--- src/rtl/bus_src_fifo.sv ---
// Per-terminal show-ahead source FIFO feeding the parallel bus: head packet is
// presented on D_pop while pndng is high; overflow/underflow are sticky.
module bus_src_fifo #(
    parameter int pckg_sz = 16,
    parameter int depth   = 8,
    parameter int id      = 0
) (
    input  logic                     clock,
    input  logic                     reset,
    input  logic                     push,
    input  logic [pckg_sz-1:0]       D_push,
    output logic                     full,
    input  logic                     pop,
    output logic [pckg_sz-1:0]       D_pop,
    output logic                     pndng,
    output logic [$clog2(depth):0]   count,
    input  logic                     clr_err,
    output logic                     overflow,
    output logic                     underflow
);

    localparam int AW = $clog2(depth);
    localparam int CW = AW + 1;
    localparam logic [CW-1:0] FULL_CNT = CW'(depth);

    logic [pckg_sz-1:0] r_mem [depth];
    logic [AW-1:0]      r_wr_ptr;
    logic [AW-1:0]      r_rd_ptr;
    logic [CW-1:0]      r_count;
    logic               r_pndng;
    logic               r_full;
    logic [pckg_sz-1:0] r_d_pop;
    logic               r_overflow;
    logic               r_underflow;

    logic               w_wr_ok;
    logic               w_rd_ok;
    logic [AW-1:0]      w_wr_ptr_nxt;
    logic [AW-1:0]      w_rd_ptr_nxt;
    logic [CW-1:0]      w_count_nxt;
    logic [pckg_sz-1:0] w_head_nxt;

    always_comb begin
        w_wr_ok      = push & (~r_full | pop);
        w_rd_ok      = pop & r_pndng;
        w_wr_ptr_nxt = w_wr_ok ? r_wr_ptr + AW'(1) : r_wr_ptr;
        w_rd_ptr_nxt = w_rd_ok ? r_rd_ptr + AW'(1) : r_rd_ptr;
        w_count_nxt  = r_count;
        unique case ({w_wr_ok, w_rd_ok})
            2'b10:   w_count_nxt = r_count + CW'(1);
            2'b01:   w_count_nxt = r_count - CW'(1);
            default: w_count_nxt = r_count;
        endcase
        // The slot being written this edge is not yet in r_mem, so bypass it
        // when it becomes the new head (empty push, or 1-deep push+pop).
        if (w_count_nxt == '0)
            w_head_nxt = '0;
        else if (w_wr_ok && (r_wr_ptr == w_rd_ptr_nxt))
            w_head_nxt = D_push;
        else
            w_head_nxt = r_mem[w_rd_ptr_nxt];
    end

    // NOTE: storage is deliberately left out of reset; count alone decides
    // which entries are live, so stale contents are never observable.
    always_ff @(posedge clock) begin
        if (w_wr_ok)
            r_mem[r_wr_ptr] <= D_push;
    end

    always_ff @(posedge clock or negedge reset) begin
        if (!reset) begin
            r_wr_ptr    <= '0;
            r_rd_ptr    <= '0;
            r_count     <= '0;
            r_pndng     <= 1'b0;
            r_full      <= 1'b0;
            r_d_pop     <= '0;
            r_overflow  <= 1'b0;
            r_underflow <= 1'b0;
        end else begin
            r_wr_ptr    <= w_wr_ptr_nxt;
            r_rd_ptr    <= w_rd_ptr_nxt;
            r_count     <= w_count_nxt;
            r_pndng     <= (w_count_nxt != '0);
            r_full      <= (w_count_nxt == FULL_CNT);
            r_d_pop     <= w_head_nxt;
            // A new error in the same cycle as clr_err leaves the flag set.
            r_overflow  <= (push & r_full & ~pop) | (r_overflow & ~clr_err);
            r_underflow <= (pop & ~r_pndng) | (r_underflow & ~clr_err);
        end
    end

    assign full      = r_full;
    assign pndng     = r_pndng;
    assign count     = r_count;
    assign D_pop     = r_d_pop;
    assign overflow  = r_overflow;
    assign underflow = r_underflow;

    a_count_max: assert property (@(posedge clock) disable iff (!reset)
        r_count <= FULL_CNT)
        else $error("bus_src_fifo[%0d]: count above depth", id);
    a_pndng_cnt: assert property (@(posedge clock) disable iff (!reset)
        !(r_pndng && (r_count == '0)))
        else $error("bus_src_fifo[%0d]: pndng with zero count", id);
    a_full_pndng: assert property (@(posedge clock) disable iff (!reset)
        !r_full || r_pndng)
        else $error("bus_src_fifo[%0d]: full without pndng", id);

endmodule

--- config.mk ---
export PLATFORM = sky130hd
export DESIGN_NAME = bus_src_fifo
export DESIGN_NICKNAME = d
export VERILOG_FILES = /design/src/rtl/bus_src_fifo.sv
export SDC_FILE = /design/constraint.sdc
export NUM_CORES = 1
export LEC_CHECK = 0
export ABC_AREA = 0
export ABC_CLOCK_PERIOD_IN_PS = 5750
export CORE_UTILIZATION = 42
export DETAILED_ROUTE_END_ITERATION = 12
export PLACE_DENSITY = 0.72
export SETUP_SLACK_MARGIN = 0.1
export SYNTH_ARGS = -nofsm -noshare
export SYNTH_HDL_FRONTEND = slang
export SYNTH_SLANG_ARGS = --single-unit
export TNS_END_PERCENT = 50
--- constraint.sdc ---
create_clock -name clock -period 5.75 [get_ports clock]
set_clock_uncertainty 0.05 [all_clocks]
set_input_delay 0.575 -clock clock [delete_from_list [all_inputs] [get_ports clock]]
set_output_delay 0.575 -clock clock [all_outputs]
set_load 0.01 [all_outputs]
==> metrics.md, run 1 <==
| Metric | Value |
|---|---|
| Status | finished, violations left |
| Violated checks | DRC |
| Filler instances | 1446 |
| Crit path time final | 3.80 ns |
| First-pass GRT wire length | a little under 30 mm |
| Vias in the first global route | 5428 |
| Most common cell on crit path | buf_4 |
| Hold slack | 0.155 ns |
| Setup TNS | 0 ns |
| CP Launch Type | register |
| Antenna Cells | 0 |
| PortBufs | 44 |
| Clk Latency, worst-skew pair | 0.43 ns |
| Worst path bufs/invs | 3 |
| Sequential share of power | 0.312 |
| Largest net degree at the start of global routing | 89 |
| Clock buffer count from CTS | 17 |
| Die footprint | between 0.015 and 0.02 mm^2 |
| DR WL/cell | slightly above 20 um |
| Post-route cell area | approximately 0.0086 mm^2 |
| CTS hold repair buffers | 0 |
| CTS tree | yes |
| Main combinational cell family by area after synthesis | compound AO/OA/AOI/OAI gates |
| Switching power share of the total | 0.413 |
| Top cells by area, synth | edfxtp_1 (52%), dfrtp_1 (10%), o21ai_0 (5.6%) |
| Number of flops mapped to enable cells by yosys | approximately 130 |
| Worst path slowest cell | buf_4 |
| Clock sinks | ~160 |
| Complex-gate fraction of the synthesized area | 0.227 |
| Max incr delay on CP | about 0.60 ns |
| Syn_nets | 666 |
| NetSw | 2.20 mW |
| Share of cells above drive strength 1 | 0.0875 |
| # DRC | 1 |
| Dominant cell type by area after synthesis | edfxtp_1 |
| Power share of the clock group | 0.227 |
| # Post-CTS Setup Buffers | 0 |
| Post-synthesis simple-gate area fraction | 0.0674 |
| Ports | 45 |
| Maximum Capacitance Violations | 0 |
| Power Density | 617 mW/mm^2 |
| RSZ-0062 raised after global routing | false |
| Final Hold Fails | 0 |
| Yosys top cell area share | 0.521 |
| Post-Syn Area per Cell | 11.5 um^2 |
| Fmax | 263 MHz |
| DPL Wire Length | a little over 10 mm |
| GR Util All Layers | 0.213 |
| Ys async rst share | 0.190 |
| Vias | 5526 |
| Core footprint | approximately 0.017 mm^2 |
| Die Y | 134 um |
| Most common cell in the netlist | edfxtp_1 |
| WP data required | 6.04 ns |
| Comb pwr share | 0.461 |
| Int Pwr | 3.12 mW |
| Placed cells | 867 |
| CP Cell Sequence | buf_4, ha_1, buf_4, mux2_4, xor2_1, or4_4, nor2b_1, buf_4, o2bb2ai_1 |
| Root Driver | clkbuf_16 |
| Mapped cell area | 0.00737 mm^2 |
| Final #Nets | 687 |
| Setup Crit Path Kind | register to register |
| Seq/Total Area, Yosys | 0.623 |
| Top FF cell, synth | edfxtp_1 |
| Synth Area in Adders | 0.00849 |
| Leak | 2.94 nW |
| Drt pass-1 iters | 10 |
| Hold Crit Class | input port to async pin |
| Cell Count, Final, Fillers Out | 899 |
| Crit path DAT | 4.09 ns |
| Post-synth top cells | edfxtp_1 (128), o21ai_0 (83), nand2_1 (70) |
| Final ANT Viol Nets | 0 |
| H-tree levels | 4 |
| CTS clk-pin slew, worst paths | 0.07 ns |
| Clk buf depth | 2 |
| CP Max Fanout | 66 |
| Worst Tran Pin Value | between 1 and 1.5 ns |
| Post-CTS resize count | 0 |
| Initial antenna violation count | 0 |
| Synth Register Bits | around 160 |
| Post-DP Area | 0.00799 mm^2 |
| Xor/xnor share of the synthesized area | 0.0144 |
| Setup crit end kind | register |
| Rows | 48 |
| Final WL | ~18 mm |
| Starting Density | 0.428 |
| Die Wd | 134 um |
| Initial DRC Count | 590 |
| Grt ovf | 0 |
| Worst vdd ir | ~0.4 mV |
| Tcrit/Tclk final | 0.661 |
| Post-Synthesis Cells | 640 |
| Yosys warning count | 0 |
| Cell variety after synth | 41 |
| Final RePlAce weighted congestion | ~0.79 |
| Area delta synth->final | 17.0% |
| Final-report setup violation count | 0 |
| Via-to-Cell Ratio | 6.15 |
| Slew Viols, Final | 0 |
| Post-synthesis mux area share | 0.00764 |
| Slew HR | 0.178 |
| CP top delay family | buffers and inverters |
cells by family (layout without fill, tap and decap cells):
kind of cell             count (synthesis)  in the layout
XOR/XNOR                                10             10
flip-flops                             158            158
buffers and inverters                   96            130
AO/OA/AOI/OAI                          251            251
multiplexers                             5              5
AND/OR/NAND/NOR                        115            115
adder cells (fa/ha/maj)                  5              5
layout make-up:
cell class,instances,area (um^2),area share
clock buffers,18,429,0.0498
clock inverters,14,203,0.0235
inverters,41,154,0.0178
multi-input cells,386,2430,0.282
flip-flops and latches,158,4600,0.533
well taps,225,282,0.0326
repair buffers,57,533,0.0618
state kept, by name, indices dropped and copies added (netlist names):
register and cells:
count 4, r_rd_ptr 3, D_pop 16, underflow 1, r_wr_ptr 3, pndng 1
full 1, overflow 1, r_mem 128
metal layers:
layer,global-route usage,vias to the layer above,wire length [um]
met5,0,-,0
met4,0.0905,0,401
met3,0.0518,37,1090
met2,0.357,239,9340
met1,0.265,2763,7610
li1,-,2487,-
path summary, 6_finish.rpt:
| check | startpoint | end | slack [ns] | depth (start not counted) |
|---|---|---|---|---|
| worst max-delay path | r_rd_ptr[1] | D_pop[6] | 1.95 | 9 |
| worst min register to register | overflow | overflow | 0.48 | 1 |
| max in group asynchronous | reset | r_rd_ptr[1] | 4.97 | 1 |
| min in group clock | overflow | overflow | 0.48 | 1 |
| worst max register to register | r_rd_ptr[1] | D_pop[6] | 1.95 | 9 |
| worst min-delay path | reset | D_pop[9] | 0.15 | 1 |
placed cells by master (no fill, tap or decap), types with 2 or more instances in the layout:
cell type / n
bufinv_16: 4
nand2_1: 70
xnor2_1: 4
dfrtp_1: 28
nor2_1: 23
nand2b_1: 5
clkbuf_16: 17
inv_2: 2
o32ai_1: 15
a21oi_1: 35
o21ai_0: 83
o2bb2ai_1: 15
xor2_1: 4
a211oi_1: 32
ha_1: 5
o211ai_1: 33
inv_1: 39
inv_6: 6
nor3_4: 2
buf_4: 13
nor2b_1: 2
nand3b_1: 4
clkinvlp_4: 4
clkdlybuf4s50_1: 43
a221oi_1: 32
dfrtp_2: 2
mux2i_1: 3
edfxtp_1: 128
o31ai_1: 2
nand3_1: 3
power groups by stage:
| stage | Sequential (mW) | Combinational (mW) | Clock [mW] |
|---|---|---|---|
| detailed placement | 1.68 | 2.41 | 0 |
| global route | 1.68 | 2.69 | 1.26 |
| floorplan | 1.67 | 1.66 | 0 |
| finish | 1.66 | 2.45 | 1.21 |
| global placement | 1.67 | 2.29 | 0 |
| CTS | 1.66 | 2.43 | 1.22 |
worst register-to-register path, cell delays in order (launching register included):
cell and delay, ns:
dfrtp_2 0.34, buf_4 0.60, ha_1 0.37, buf_4 0.35
mux2_4 0.38, xor2_1 0.14, or4_4 0.54, nor2b_1 0.49
buf_4 0.31, o2bb2ai_1 0.15
through the flow:
stage,power (mW),util,worst slack (ns)
4_1_cts,5.31,0.500,2.00
3_3_place_gp,3.96,0.464,1.88
5_1_grt,5.63,0.500,1.82
2_1_floorplan,3.33,-,2.92
3_5_place_dp,4.09,0.464,1.72
6_report,5.32,0.500,1.95
Note: power is estimated with default switching activity, not from simulation.
==> run 2: changes to the inputs <==
--- a/config.mk
+++ b/config.mk
@@ -6,10 +6,10 @@
 export NUM_CORES = 1
 export LEC_CHECK = 0
 export ABC_AREA = 0
-export ABC_CLOCK_PERIOD_IN_PS = 5750
+export ABC_CLOCK_PERIOD_IN_PS = 3100
 export CORE_UTILIZATION = 42
 export DETAILED_ROUTE_END_ITERATION = 12
-export PLACE_DENSITY = 0.72
+export PLACE_DENSITY = 0.74
 export SETUP_SLACK_MARGIN = 0.1
 export SYNTH_ARGS = -nofsm -noshare
 export SYNTH_HDL_FRONTEND = slang
==> constraint.sdc (replaced) <==
create_clock -name clock -period 3.1 [get_ports clock]
set_clock_uncertainty 0.05 [all_clocks]
set_input_delay 0.31 -clock clock [delete_from_list [all_inputs] [get_ports clock]]
set_output_delay 0.31 -clock clock [all_outputs]
set_load 0.01 [all_outputs]
==> run 2 against run 1 <==
The run now ends clean. Count of clock-buffer cells in the layout grew 1. Non-clock buffer count rose by 22. Sequential share of layout area fell by 1.2 points. Largest power group unchanged.
==> metrics.md, run 2 (synthesis gave the netlist of run 1 again) <==
| Metric | Value |
|---|---|
| Crit. Startpoint | full (was r_rd_ptr[1]) |
| Filler instances | 1396 (was 1446) |
| Most frequent cells in the layout | edfxtp_1 (128), o21ai_0 (83), nand2_1 (70) (unchanged) |
| First-pass GRT wire length | 28.6 mm (was 28.9 mm) |
| Setup crit end kind | register (unchanged) |
| Hold Crit Class | input port to async pin (unchanged) |
| WP data required | 3.36 ns (was 6.04 ns) |
| Worst setup path endpoint | D_pop[10] (was D_pop[6]) |
| Sequential cell area | 0.00460 mm^2 (unchanged) |
| Slew HR | 0.504 (was 0.178) |
| PortBufs | 44 (unchanged) |
| Ports | 45 (unchanged) |
| Commonest non-fill, non-tap cell in the layout | edfxtp_1 (unchanged) |
| Grt ovf | 0 (unchanged) |
| Final-report setup violation count | 0 (unchanged) |
| Final WL | 18.0 mm (was 18.4 mm) |
| Final ANT Viol Nets | 0 (unchanged) |
| Clock buffer count from CTS | 17 (unchanged) |
| Clock sinks | 158 (unchanged) |
| Cell depth of the worst flop-to-flop path | 12 (was 9) |
| Slew Viols, Final | 0 (unchanged) |
| Max reg flops | 128 (unchanged) |
| # Post-CTS Setup Buffers | 0 (unchanged) |
| Post-route cell area | 0.00882 mm^2 (was 0.00863 mm^2) |
| Power Density | 1130 mW/mm^2 (was 617 mW/mm^2) |
| Starting Density | 0.428 (unchanged) |
| Crit Reg-Reg Startpoint | full (was r_rd_ptr[1]) |
| Most flop-heavy register | r_mem (unchanged) |
| RSZ-0062 raised after global routing | false (unchanged) |
| Leak | 3.07 nW (was 2.94 nW) |
| CP Max Fanout | 10 (was 66) |
| Rows | 48 (unchanged) |
| Post-DP Area | 0.00818 mm^2 (was 0.00799 mm^2) |
| DPL Wire Length | 10.3 mm (was 10.1 mm) |
| Area of the multi-input gates | 0.00242 mm^2 (was 0.00243 mm^2) |
| Vias in the first global route | 5502 (was 5428) |
| Area delta synth->final | 19.6% (was 17.0%) |
| Drt pass-1 iters | 5 (was 10) |
| Worst Tran Pin Value | 0.744 ns (was 1.23 ns) |
| Via-to-Cell Ratio | 6.02 (was 6.15) |
| Worst vdd ir | 1.29 mV (was 0.411 mV) |
| Setup Crit Path Kind | register to register (unchanged) |
| Clk buf depth | 2 (unchanged) |
| Initial antenna violation count | 0 (unchanged) |
| Final RePlAce weighted congestion | 0.816 (was 0.788) |
| Initial DRC Count | 592 (was 590) |
| Vias | 5544 (was 5526) |
| Share of cells above drive strength 1 | 0.116 (was 0.0875) |
| # DRC | 0 (was 1) |
| CTS tree | yes (unchanged) |
| Final #Nets | 709 (was 687) |
| Hold slack | 0.424 ns (was 0.155 ns) |
| Status | complete, no violations (was finished, violations left) |
| H-tree levels | 4 (unchanged) |
| CTS clk-pin slew, worst paths | 0.06 ns (was 0.07 ns) |
| Die footprint | 0.0181 mm^2 (unchanged) |
| Die Wd | 134 um (unchanged) |
| GR Util All Layers | 0.210 (was 0.213) |
| Tcrit/Tclk final | 0.877 (was 0.661) |
| Antenna Cells | 0 (unchanged) |
| Fmax | 368 MHz (was 263 MHz) |
| CP Launch Type | register (unchanged) |
| Crit path DAT | 2.97 ns (was 4.09 ns) |
| Final Hold Fails | 0 (unchanged) |
| Core footprint | 0.0172 mm^2 (unchanged) |
| Root Driver | clkbuf_16 (unchanged) |
| Reg2reg end | D_pop[10] (was D_pop[6]) |
| Setup TNS | 0 ns (unchanged) |
| R2R Setup Slk | 0.38 ns (was 1.95 ns) |
| Crit path time final | 2.72 ns (was 3.80 ns) |
| DR WL/cell | 19.6 um (was 20.5 um) |
| Die Y | 134 um (unchanged) |
| Clk Latency, worst-skew pair | 0.43 ns (about the same) |
| Maximum Capacitance Violations | 0 (unchanged) |
| Largest net degree at the start of global routing | 129 (was 89) |
run 2: cell types whose count changed in the layout (fill, tap and decap cells not counted), sizes merged:
cell,delta
dlygate4sd3,+1
clkinvlp,-3
inv,-4
buf,+21
clkinv,+6
clkbuf,+1
run 2: routing by layer:
layer	up-vias	wire length [um]	track usage
met3	35	1110	0.0541
met5	-	0	0
met1	2744	7530	0.254
li1	2526	-	-
met4	0	384	0.104
met2	239	9020	0.350
run 2: layout make-up:
cell class,count,share of cell area
well taps,225,0.0319
inverters,41,0.0175
flip-flops and latches,158,0.521
clock inverters,13,0.0211
clock buffers,19,0.0502
repair buffers,79,0.0837
multi-input cells,386,0.274
run 2: what timing repair did:
item / 4_1_cts / 5_1_grt
gates resized for setup: 0 / 1
setup endpoints to repair: 0 / 8
endpoints found under the hold margin: 30 / 0
hold buffers: 1 / 0
run 2: worst min-delay path by stage:
stage	startpoint	endpoint	cells past startpoint
global placement	reset	count[2]	1
global route	clr_err	underflow	2
finish	reset	D_pop[13]	2
CTS	clr_err	underflow	2
floorplan	reset	D_pop[0]	0
detailed placement	reset	count[2]	1
run 2: critical path: stages (launching register included):
cell	delay [ns]
dfrtp_1	0.42
nand2_1	0.12
nand2_1	0.08
ha_1	0.23
xor2_1	0.16
ha_1	0.19
a21oi_1	0.14
mux2i_1	0.26
xor2_1	0.20
o211ai_1	0.18
nor2b_2	0.23
buf_4	0.18
o2bb2ai_1	0.14
run 2: through the flow:
| stage | setup slack (ns) | std cells | util | total power [mW] |
|---|---|---|---|---|
| 2_1_floorplan | 0.449 | 640 | - | 6.17 |
| 3_3_place_gp | 0.0817 | 888 | 0.474 | 7.53 |
| 3_5_place_dp | 0.00275 | 888 | 0.474 | 7.75 |
| 4_1_cts | 0.340 | 921 | 0.511 | 9.98 |
| 5_1_grt | 0.167 | 921 | 0.512 | 10.6 |
| 6_report | 0.382 | 921 | 0.512 | 9.99 |
run 2: where the power goes:
group	leakage, nW	internal (mW)	total [mW]	switching [mW]
clock	0.308	1.37	2.22	0.845
combinational	1.25	1.80	4.69	2.89
sequential	1.51	2.80	3.08	0.284
total	3.07	5.97	9.99	4.02
==> run 3: changes to the inputs <==
--- a/config.mk
+++ b/config.mk
@@ -9,6 +9,7 @@
 export ABC_CLOCK_PERIOD_IN_PS = 3100
 export CORE_UTILIZATION = 42
 export DETAILED_ROUTE_END_ITERATION = 12
+export GPL_ROUTABILITY_DRIVEN = 0
 export PLACE_DENSITY = 0.74
 export SETUP_SLACK_MARGIN = 0.1
 export SYNTH_ARGS = -nofsm -noshare
==> results of run 3 <==
Same layout as run 2: the final DEF is identical, and so are final timing and power.
==> RTL edit 1, RTL diff (config.mk and constraints of run 2) <==
Reset style: synchronous (`reset`), changed in one clocked block.
--- a/src/rtl/bus_src_fifo.sv
+++ b/src/rtl/bus_src_fifo.sv
@@ -70,3 +70,3 @@
 
-    always_ff @(posedge clock or negedge reset) begin
+    always_ff @(posedge clock) begin
         if (!reset) begin
Behaviour: differs if reset is asserted again (counterexample within 4 cycles, from zero or initial values and one cycle with reset low); with reset held inactive, the same outputs for 10 cycles.
==> RTL edit 1 against run 2 <==
- the run now ends with design-rule violations left
- register-to-register slack improved by 0.09 ns
- routed wire length decreased by 29%
- sequential cell count unchanged
- largest cell class unchanged
- final area decreased by 12%
- synthesized area decreased by 14%
- worst setup slack got worse by 0.031 ns
- critical path type is now in2reg
- die area decreased by 14%
- first-iteration DRC count decreased by 57%
Power is not compared: it rests on default switching activity, and its combinational part moved more than twofold at a synthesized area within 25%.
==> RTL edit 1: results (changes against run 2) <==
metric,value,unit,change
crit-reg2reg-capture,D_pop[3]$_SDFF_PP0_,,was D_pop[10]$_DFF_PN0_
preCtsSetupSlack,-0.005547,ns,was 0.002745 ns
postSynth.asyncResetShare,0,%,was 18.99%
wl_per_cell,20.20,µm,was 19.59 µm
startpoint,pop,,was full$_DFF_PN0_
grt_start_max_net_pins,22,,was 129
synth_fa_ha_area_share,0.9885,%,was 0.8488%
number_of_cts_inserted_buffers,17,,unchanged
grt_first_pass_wirelength,20.37,mm,was 28.62 mm
rrSetupSlack,0.47,ns,was 0.38 ns
slew_worst_pin,0.8545,ns,was 0.7441 ns
postSynthNetCount,388,,was 666
violations,design-rule violations,,
number_of_global_route_vias_before_repair,3631,,"was 5,502"
timing.final.setup_violations,0,,unchanged
final_net_count,462,,was 709
drt-pass1-iter-count,9,,was 5
hp-class,reg2reg,,was in2async
gpl.final_weighted_congestion,0.7753,,was 0.8156
synth.yosys.seq_area_share,70.23,%,was 62.33%
synthXorXnorAreaFrac,2.115,%,was 1.443%
synth_common_cells,"edfxtp_1, nand2_1, dfxtp_1, mux4_2, nor2_1",,"was edfxtp_1, o21ai_0, nand2_1, clkbuf_1, inv_1"
timing.rr.start,pndng$_SDFF_PN0_,,was full$_DFF_PN0_
worst_r2r_path_depth,12,,unchanged
post_drt_via_cell_ratio,5.487,,was 6.020
worstHoldStart,underflow$_SDFF_PN0_,,
path_max_fanout,7,,was 10
top_register,r_mem,,unchanged
post_synth_mux_area_share,11.78,%,was 0.7639%
dpl_cell_area,7164,µm²,was 8177 µm²
fin_worst_hold_slack,0.4337,ns,was 0.4242 ns
run_status,"complete, but fails checks",,"was complete, no violations"
ys_types,51,,was 41
timing.critical_path.arrival,3.02,ns,was 2.97 ns
synth_compound_gate_area_share,5.417,%,was 22.68%
nFillCells,1145,,"was 1,396"
largest_register_ff_count,128,,unchanged
final_layout_size_suffix_gt1_share,20.71,%,was 11.64%
slowest_delay,0.54,ns,was 0.42 ns
max_stage_delay_cell_worst_path,clkdlybuf4s50_1,,was dfrtp_1
vdd_ir_drop_max,0.3827,mV,
drcViolationCount,8,,was 0
grtUsageTotal,17.89,%,was 21.00%
setup_slack,0.3518,ns,was 0.3824 ns
detailedPlacementHpwl,7.735,mm,was 10.30 mm
critical-path-top-delay-family,buffers and inverters,,was compound AO/OA/AOI/OAI gates
detail_route.iter0.violations,252,,was 592
top_post_synthesis_cells_by_area,"edfxtp_1, dfxtp_1, mux4_2",,"was edfxtp_1, dfrtp_1, o21ai_0"
[RTL edit 1: changes by cell type after synthesis, moves of 29 or more]
cell and change:
a211oi_1 -29, a21oi_1 -30, a221oi_1 -31, clkbuf_1 -35, dfrtp_1 -30, dfxtp_1 +30, inv_1 -35, nand2_1 -35
o211ai_1 -30, o21ai_0 -80
[RTL edit 1: how the worst max path moves through the flow]
stage                            end  depth (start not counted)
5_1_grt          D_pop[2]$_SDFF_PP0_                         13
3_5_place_dp     D_pop[5]$_SDFF_PP0_                         13
4_1_cts          D_pop[3]$_SDFF_PP0_                         13
6_report         D_pop[3]$_SDFF_PP0_                         13
2_1_floorplan  r_mem[0][0]$_DFFE_PP_                          3
3_3_place_gp     D_pop[5]$_SDFF_PP0_                         13
[RTL edit 1: through the flow]
step,std cells,utilization (%),TNS (ns)
after global placement,601,48.92,0
final,633,53.26,0
after floorplan,362,-,0
after detailed placement,601,48.92,-0.005547
after CTS,633,53.26,0
after global routing,633,53.26,0
[RTL edit 1: report_power, final]
group	internal (mW)	switching, mW	leakage [nW]	total [mW]
logic	0.574	0.497	0.945	1.07
registers	2.43	0.0858	1.41	2.52
clock network	1.41	0.796	0.302	2.21
[RTL edit 1: per-layer routing]
metal,track usage [%],up-vias,share of wire (%)
met5,0,-,0
met4,7.553,0,2.4
met3,6.057,27,5.5
met2,28.82,91,50
met1,22.03,1774,42
li1,-,1581,-
[RTL edit 1: cell type report]
type,instances,share of cell area [%]
repair buffers,71,8.887
flip-flops and latches,158,56.98
multi-input cells,183,22.73
clock inverters,10,2.069
inverters,5,0.3048
well taps,184,2.952
clock buffers,22,6.080
==> RTL edit 2, RTL diff (flow settings as in run 2) <==
Without the edit above. `depth`: 8 -> 16.
--- a/src/rtl/bus_src_fifo.sv
+++ b/src/rtl/bus_src_fifo.sv
@@ -4,3 +4,3 @@
     parameter int pckg_sz = 16,
-    parameter int depth   = 8,
+    parameter int depth   = 16,
     parameter int id      = 0
Ports: changed (resized count); port bits go from 45 to 46. No check against the original RTL was run, so the function may have changed too.
==> RTL edit 2 against run 2 <==
- routed wire length up 88%
- worst setup slack worse by 0.17 ns
- total power up 57%
- synthesized area up 74%
- sequential cell count up 131
- largest cell class unchanged
- sequential power up 69%
- final area up 70%
- critical endpoint is now D_pop[12]$_DFF_PN0_
- largest power group unchanged
- highest routed layer unchanged
- die area up 72%
==> RTL edit 2: results (changes against run 2) <==
metric,value,unit,change
pwr.group.clock,3.25,mW,was 2.22 mW
die_width,176.6,µm,was 134.5 µm
maxSlewHeadroom,38.43,%,was 50.40%
wl_met2,16.45,mm,was 9.022 mm
crit-reg2reg-capture,D_pop[12]$_DFF_PN0_,,was D_pop[10]$_DFF_PN0_
wl_per_cell,24.91,µm,was 19.59 µm
io_buffer_count,45,,was 44
final_cells,1363,,was 921
regArea,8514,µm²,was 4597 µm²
route.met3.wl,3.382,mm,was 1.111 mm
multi_input_area_share,25.90,%,was 27.43%
detail_route.iter0.violations,1189,,was 592
leakage,4.990,nW,was 3.072 nW
number_of_cts_inserted_buffers,29,,was 17
run_status,"complete, no violations",,unchanged
synth_common_cells,"edfxtp_1, o21ai_0, a21oi_1, clkbuf_1, inv_1",,"was edfxtp_1, o21ai_0, nand2_1, clkbuf_1, inv_1"
rrSetupSlack,0.21,ns,was 0.38 ns
grtUsageMet1,27.97,%,was 25.41%
final_net_count,979,,was 709
ys_types,59,,was 41
grt_first_pass_wirelength,50.92,mm,was 28.62 mm
grt.met2_usage,35.69,%,was 34.97%
postSynth.asyncResetShare,11.42,%,was 18.99%
nMultiInputCombCells,471,,was 386
totalPowerFinal,15.64,mW,was 9.991 mW
grtUsageTotal,21.76,%,was 21.00%
largest_register_ff_count,256,,was 128
timing.critical_path.arrival,3.26,ns,was 2.97 ns
dpl_cell_area,14130,µm²,was 8177 µm²
vias,8739,,"was 5,544"
synth_enable_flop_cells,256,,was 128
clock_buffers,37,,was 19
preCtsSetupSlack,-0.3564,ns,was 0.002745 ns
nFillCells,2442,,"was 1,396"
cell_count_after_synthesis,874,,was 640
postSynthNetCount,903,,was 666
synth.yosys.seq_area_share,66.50,%,was 62.33%
worst_r2r_path_depth,13,,was 12
postSynthRegisterBits,289,,was 158
final_layout_size_suffix_gt1_share,19.53,%,was 11.64%
path_max_fanout,13,,was 10
## RTL edit 2: changes by cell type after synthesis, moves of 15 or more
| cell | delta |
|---|---|
| edfxtp_1 | +128 |
| o22ai_1 | +24 |
| o32ai_1 | -15 |
| a211oi_1 | -23 |
| o2bb2ai_1 | -15 |
| mux4_2 | +23 |
| a221o_1 | +15 |
| o221ai_1 | +24 |
| a221oi_1 | -32 |
| nand2_1 | -43 |
| o2111ai_1 | +27 |
| a21oi_1 | +20 |
## RTL edit 2: logic make-up (layout without fill, tap and decap cells)
kind of cell | after synthesis | after routing | synth area share, %
flops | 289 | 289 | 66.50
fa+ha+maj | 8 | 8 | 0.7820
simple gates | 83 | 83 | 3.216
compound gates | 330 | 330 | 17.92
mux | 35 | 35 | 6.138
buf+inv | 114 | 213 | 4.095
xor+xnor | 15 | 15 | 1.349
